--- src/rtl/vga_vblank_arbiter.sv ---
// Display-RAM write scheduler for the 640x480 monitor path.
// Grants one of two writers (0: waveform samples, 1: menu overlay) only
// inside the vertical blanking window, round-robin when both request, and
// revokes a held grant before active video resumes. Also keeps a frame
// counter and a blink flag for overlay animation.
//
// Handshake: req[n] is a level held by writer n until its transfer is
// done; grant[n] is registered and one-hot. Writer n may write on every
// cycle grant[n] is high. When writer n drops req[n], grant[n] falls on
// the next edge and a one-cycle dead gap follows before any new grant.
// A grant taken away while req[n] is still high is flagged by a
// one-cycle abort pulse coincident with grant falling.
module vga_vblank_arbiter #(
    parameter int VBLANK_LINES = 45,
    parameter int GUARD_LINES  = 2,
    parameter int FRAME_W      = 8,
    parameter int BLINK_FRAMES = 30
) (
    input  logic               clk,
    input  logic               rst,
    input  logic               vblank,
    input  logic               line_tick,
    input  logic [1:0]         req,
    output logic [1:0]         grant,
    output logic               abort,
    output logic               busy,
    output logic [FRAME_W-1:0] frame_cnt,
    output logic               blink,
    output logic [2:0]         dbg_state
);

    localparam int BL_W = $clog2(VBLANK_LINES + 1);
    localparam int BK_W = (BLINK_FRAMES > 1) ? $clog2(BLINK_FRAMES) : 1;
    localparam logic [BL_W-1:0] BL_MAX   = BL_W'(VBLANK_LINES);
    localparam logic [BL_W-1:0] BL_LIMIT = BL_W'(VBLANK_LINES - GUARD_LINES);
    localparam logic [BK_W-1:0] BK_LAST  = BK_W'(BLINK_FRAMES - 1);

    typedef enum logic [2:0] {
        ACTIVE     = 3'd0,
        BLANK_IDLE = 3'd1,
        GRANT0     = 3'd2,
        GRANT1     = 3'd3,
        CLOSED     = 3'd4
    } state_t;

    state_t             state_q, state_d;
    logic               vblank_d_q;
    logic               rr_q, rr_d;
    logic [BL_W-1:0]    bl_q, bl_d;
    logic [1:0]         grant_q, grant_d;
    logic               abort_q, abort_d;
    logic               busy_q, busy_d;
    logic [FRAME_W-1:0] frame_cnt_q, frame_cnt_d;
    logic [BK_W-1:0]    blink_cnt_q, blink_cnt_d;
    logic               blink_q, blink_d;

    logic frame_start;
    logic window_open;
    logic cur;
    logic cur_req;

    assign frame_start = vblank & ~vblank_d_q;
    assign window_open = vblank & (bl_q < BL_LIMIT);

    // Frame counter, blink divider and blank-line counter.
    always_comb begin
        frame_cnt_d = frame_cnt_q;
        blink_cnt_d = blink_cnt_q;
        blink_d     = blink_q;
        bl_d        = bl_q;
        if (frame_start) begin
            frame_cnt_d = frame_cnt_q + 1'b1;
            bl_d        = '0;
            if (blink_cnt_q == BK_LAST) begin
                blink_cnt_d = '0;
                blink_d     = ~blink_q;
            end else begin
                blink_cnt_d = blink_cnt_q + 1'b1;
            end
        end else if ((state_q != ACTIVE) && line_tick && (bl_q < BL_MAX)) begin
            bl_d = bl_q + 1'b1;
        end
    end

    // Arbiter next state; grant/abort/busy are computed for the next cycle.
    always_comb begin
        state_d = state_q;
        rr_d    = rr_q;
        grant_d = 2'b00;
        abort_d = 1'b0;
        cur     = (state_q == GRANT1);
        cur_req = req[cur];
        case (state_q)
            ACTIVE: begin
                if (frame_start) state_d = BLANK_IDLE;
            end
            BLANK_IDLE: begin
                if (!vblank) begin
                    state_d = ACTIVE;
                end else if (!window_open) begin
                    state_d = CLOSED;
                end else if (req == 2'b01 || (req == 2'b11 && !rr_q)) begin
                    state_d = GRANT0;
                    grant_d = 2'b01;
                end else if (req == 2'b10 || (req == 2'b11 && rr_q)) begin
                    state_d = GRANT1;
                    grant_d = 2'b10;
                end
            end
            GRANT0, GRANT1: begin
                if (!vblank) begin
                    // Early end of blanking: revoke, flag if still wanted.
                    state_d = ACTIVE;
                    abort_d = cur_req;
                    rr_d    = ~cur;
                end else if (!cur_req) begin
                    state_d = BLANK_IDLE;
                    rr_d    = ~cur;
                end else if (!window_open) begin
                    state_d = CLOSED;
                    abort_d = 1'b1;
                    rr_d    = ~cur;
                end else begin
                    grant_d = cur ? 2'b10 : 2'b01;
                end
            end
            CLOSED: begin
                if (!vblank) state_d = ACTIVE;
            end
            default: begin
                state_d = ACTIVE;
            end
        endcase
        busy_d = |grant_d;
    end

    // State and output registers.
    always_ff @(posedge clk or posedge rst) begin
        if (rst) begin
            state_q     <= ACTIVE;
            vblank_d_q  <= 1'b1;
            rr_q        <= 1'b0;
            bl_q        <= '0;
            grant_q     <= 2'b00;
            abort_q     <= 1'b0;
            busy_q      <= 1'b0;
            frame_cnt_q <= '0;
            blink_cnt_q <= '0;
            blink_q     <= 1'b0;
        end else begin
            state_q     <= state_d;
            vblank_d_q  <= vblank;
            rr_q        <= rr_d;
            bl_q        <= bl_d;
            grant_q     <= grant_d;
            abort_q     <= abort_d;
            busy_q      <= busy_d;
            frame_cnt_q <= frame_cnt_d;
            blink_cnt_q <= blink_cnt_d;
            blink_q     <= blink_d;
        end
    end

    assign grant     = grant_q;
    assign abort     = abort_q;
    assign busy      = busy_q;
    assign frame_cnt = frame_cnt_q;
    assign blink     = blink_q;
    assign dbg_state = state_q;

endmodule

--- config.mk ---
export PLATFORM = sky130hd
export DESIGN_NAME = vga_vblank_arbiter
export DESIGN_NICKNAME = d
export VERILOG_FILES = /design/src/rtl/vga_vblank_arbiter.sv
export SDC_FILE = /design/constraint.sdc
export NUM_CORES = 1
export LEC_CHECK = 0
export CORE_UTILIZATION = 40
export DETAILED_ROUTE_END_ITERATION = 16
export GPL_ROUTABILITY_DRIVEN = 1
export SLEW_MARGIN = 15
export SYNTH_ARGS = -nofsm -noshare
export SYNTH_HDL_FRONTEND = slang
export SYNTH_SLANG_ARGS = --single-unit
export TNS_END_PERCENT = 30
--- constraint.sdc ---
create_clock -name clk -period 2.71 [get_ports clk]
set_input_delay 0.542 -clock clk [delete_from_list [all_inputs] [get_ports clk]]
set_output_delay 0.542 -clock clk [all_outputs]
set_load 0.02 [all_outputs]
After elaboration in Yosys (flattened, before gate mapping)
Cells that the tools add are included.
{"block": "totals", "out_inout_bits": 16, "inputBits": 6, "elab_cells": 80, "register_bits": 29}
{"block": "op_classes", "bitwise_logic": 5, "n_eq_ne": 13, "order_cmp": 3, "reduce_logical": 15, "mux": 31, "add_sub_neg": 3}
{"cell": "two-way mux 3 bit", "n": 9}
{"cell": "two-way mux 2 bit", "n": 8}
{"cell": "< comparator 6 bit (second input constant)", "n": 2}
{"cell": "two-way mux 6 bit", "n": 2}
{"cell": "one-hot mux 3 bit (4 select lines)", "n": 1}
{"cell": "two-way mux 1 bit", "n": 9}
{"cell": "adder 8 x 1 -> 8 bit (second input constant)", "n": 1}
{"cell": "adder 6 x 1 -> 6 bit (second input constant)", "n": 1}
{"cell": "equality test 3 x 2 -> 1 bit (second input constant)", "n": 2}
{"cell": "adder 5 x 1 -> 5 bit (second input constant)", "n": 1}
{"cell": "equality test 5 bit (second input constant)", "n": 1}
{"cell": "two-way mux 5 bit", "n": 1}
{"cell": "inequality test 5 bit (second input constant)", "n": 1}
{"cell": "equality test 2 bit (second input constant)", "n": 2}
{"cell": "logical AND 1 bit", "n": 4}
{"cell": "inequality test 2 bit (second input constant)", "n": 2}
{"cell": "inequality test 4 bit (second input constant)", "n": 1}
{"cell": "one-hot mux 2 bit (2 select lines)", "n": 1}
{"cell": "AND reduction 2 bit", "n": 2}
{"cell": "AND reduction 4 bit", "n": 1}
{"cell": "OR reduction 2 bit", "n": 2}
{"cell": "equality test 3 x 1 -> 1 bit (second input constant)", "n": 1}
{"cell": "equality test 3 bit (second input constant)", "n": 1}
{"cell": "logical NOT 3 bit", "n": 1}
{"cell": "9 further kinds", "n": 13}

Depth between registers and ports, before layout
{"block": "logic_depth", "depth_word": 9, "ltp_mapped": 6, "mapped_depth_nobuf": 6}

Least setup slack after synthesis
No wires, ideal clock.
{"block": "synth_timing", "kind": "in2reg", "from": "input vblank", "to": "register state_q[0], in the netlist dbg_state[0]", "setup_ns": 0.125, "arrival_ns": 1.622, "slack_ns": 0.963, "path_stages": 5, "t_required_ns": 2.585, "cell_sequence": "nor2b_1 clkbuf_1 or4_1 o21ai_1 mux2_2"}
{"block": "synth_via", "elab_chain_len": 4}
{"element": "start: declaration", "line_no": "21", "text": "input logic vblank,"}
{"element": "bitwise AND 1 bit", "line_no": "63", "text": "assign window_open = vblank & (bl_q < BL_LIMIT);"}
{"element": "two-way mux 3 bit", "line_no": "100", "text": "end else if (!window_open) begin"}
{"element": "two-way mux 3 bit", "line_no": "98", "text": "if (!vblank) begin"}
{"element": "one-hot mux 3 bit (4 select lines)", "line_no": "93", "text": "case (state_q)"}
{"element": "end signal: assignment", "line_no": "151", "text": "state_q <= state_d;"}
{"element": "end: declaration", "line_no": "46", "text": "state_t state_q, state_d;"}
Parallel ways exist; a longest one is shown, timed or not.
A chain may end at the register's enable or synchronous reset.

Final worst setup path
Ends and elaborated chain as after synthesis.

==> reports/metrics.cfg <==
[yosys]
synth_nets = 169
yosysWarnings = 0
async_flop_share = 1.00
synth_edf_count = 0
ys_types = 39
seq_area_frac_synth = 0.486
synthFlopType = dfrtp_1
netlist_area_sq_um = 1500
syn_avg_cell_area_sq_um = 9.47
netlist_instances = 158
ys_seq_elements = 29
synth_top_cell_by_area = dfrtp_1
yosys-top-cells-area = dfrtp_1, nand2_1, o21ai_0
netlist.area_leader.share = 0.468

[status]
outcome = finished, final reports clean

[power_and_ir_drop]
power.internal_mw = 1.10
pwr-share-clk = 0.226
ir_drop_uv = 390
power_leakage_nw = 0.816
p_sw_frac = 0.367
p_sw_mw = 0.636
comb_power_share = 0.359
finalPower_mw = 1.73
pwr_density_cell_nw_per_um2 = 932
seqPwrFrac = 0.415

[setup_path]
r2r_slack_ns = 0.82
critPathLaunch = vblank
crit_path_end_kind = register
rr_startpoint = bl_q[0]
crit_type = input port to register
rr_endpoint = dbg_state[0]
reg2reg_depth = 5
startpoint_type = input port
worstPathMaxFanout = 7
worstPathRequired_ns = 2.87
critPathCapture = dbg_state[0]
arrival_ns = 2.32

[sta]
hold_violations = 0
slew_headroom = 0.587
finalCritPeriodShare = 0.796
fmax_mhz = 463
holdWs_ns = 0.472
tightest_slew_ns = 0.613
finalCriticalPeriod_ns = 2.16
report.final.slew_viol_count = 0
setup_viol = 0
finalWorstSetupSlack_ns = 0.552
skew_ns = 0.00441
rsz0062_at_grt = no
fin_tns_setup_ns = 0

[floorplanning]
rows = 21
pin_count = 22
die-height_um = 63.2
dieArea_sq_um = 3990
initial_core_util = 0.431
fp.dieW_um = 63.2
core_sq_um = 3470

[finish]
design_area_sq_um = 1860
final_core_utilization = 0.536
antennaDiodeCount = 0
final_cells = 229
layout-drive-gt1-share = 0.0765
areaGrowthSynthToFinish_pct = 24.2
fin_nets = 193

[placed_design]
dp_hpwl_um = 2120
dpl.cell_count = 221
placed_cell_area_sq_um = 1760
port_buffers = 21
routabilityCongestion = 0.809
dp_slack_ns = 0.269

[clock_network]
clk_pin_slew_ns = 0.06
cts_max_level = 2
cts_setup_buffers = 0
postCtsHoldBufs = 0
cts_tree = built
cts_root_buffer = clkbuf_8
cts.sinks = 29
cts_buffer_depth = 2
cts_resized = 0
clock_latency_ns = 0.28
numCtsBuffers = 5

[min_path]
hp-class = register to register
hold_depth = 1

[grt]
first_global_vias = 1196
track_usage = 0.177
grt_max_degree = 30
grt_pass1_wl_um = 5490
antenna_found_initial = 0
grt.overflow.total = 0

[drt]
viasPerCell = 5.48
dr.pass1.iters = 5
route.detailed.wl_per_inst_um = 13.3
wl_um = 3050
drt-initial-drc-count = 80
vias = 1254
ant_nets = 0
drc = 0

[job]
cap_violations = 0

-- power by group through the flow --
stage | Clock [mW] | Sequential, mW | Combinational, mW
3_3_place_gp | 0 | 0.721 | 0.615
4_1_cts | 0.405 | 0.719 | 0.629
2_1_floorplan | 0 | 0.770 | 0.330
6_report | 0.391 | 0.719 | 0.623
3_5_place_dp | 0 | 0.727 | 0.627
5_1_grt | 0.426 | 0.742 | 0.696
-- per-layer routing --
layer,track usage,wire length [um],up-vias,part of all wire
met1,0.224,1420,604,0.47
li1,-,-,612,-
met2,0.284,1430,33,0.47
met4,0.0523,42,0,0.014
met5,0,0,-,0
met3,0.0616,150,5,0.049
-- critical path: stages --
cell	delay, ns
clkdlybuf4s50_1	0.61
a21boi_0	0.35
nand3b_1	0.25
o21ai_1	0.22
mux2_2	0.35
-- registers in the layout, indices dropped and copies added, names as in the netlist --
signal / flops
vblank_d_q: 1
blink_cnt_q: 5
abort: 1
busy: 1
frame_cnt: 8
rr_q: 1
grant: 2
bl_q: 6
dbg_state: 3
blink: 1
-- Yosys cell counts (all sizes together), types with 3 or more instances --
cell type and number:
a21oi 11, inv 6, ha 5, nand3 7, xnor2 6, or3 3, nor2 6, clkbuf 6
nor3 3, nor2b 5, dfrtp 28, nand2 21, o21ai 15, a31oi 3
-- cells in the final DEF, fill, tap and decap left out, types with 3 or more instances in the layout --
cell	count
inv_1	6
nand2_1	21
a31oi_1	3
nor2_1	6
nor2b_1	5
clkdlybuf4s50_1	21
or3_1	3
nor3_1	3
xnor2_1	6
ha_1	5
o21ai_0	14
clkbuf_8	7
dfrtp_1	28
a21oi_1	11
nand3_1	7
-- cell type report --
type	count	area (sq um)
Multi-Input combinational cell	117	724
Timing Repair Buffer	23	225
Sequential cell	29	727
Fill cell	336	1610
Tap cell	46	57.6
Clock buffer	7	96.3
Inverter	6	22.5
Clock inverter	1	5.00
-- worst min path at each step --
stage                              start        endpoint
after detailed placement           blink           blink
after floorplan           blink_cnt_q[4]  blink_cnt_q[4]
after CTS                          blink           blink
after global placement             blink           blink
after global routing               blink           blink
final                              blink           blink
-- logic make-up (layout without fill, tap and decap cells) --
group	Yosys count	count (layout)	synth area share
XOR/XNOR	8	8	0.0468
buffers and inverters	12	37	0.0301
multiplexers	2	2	0.0150
AO/OA/AOI/OAI	42	42	0.171
flip-flops	29	29	0.486
AND/OR/NAND/NOR	60	60	0.210
adder cells (fa/ha/maj)	5	5	0.0418
(Power assumes the default switching activity.)
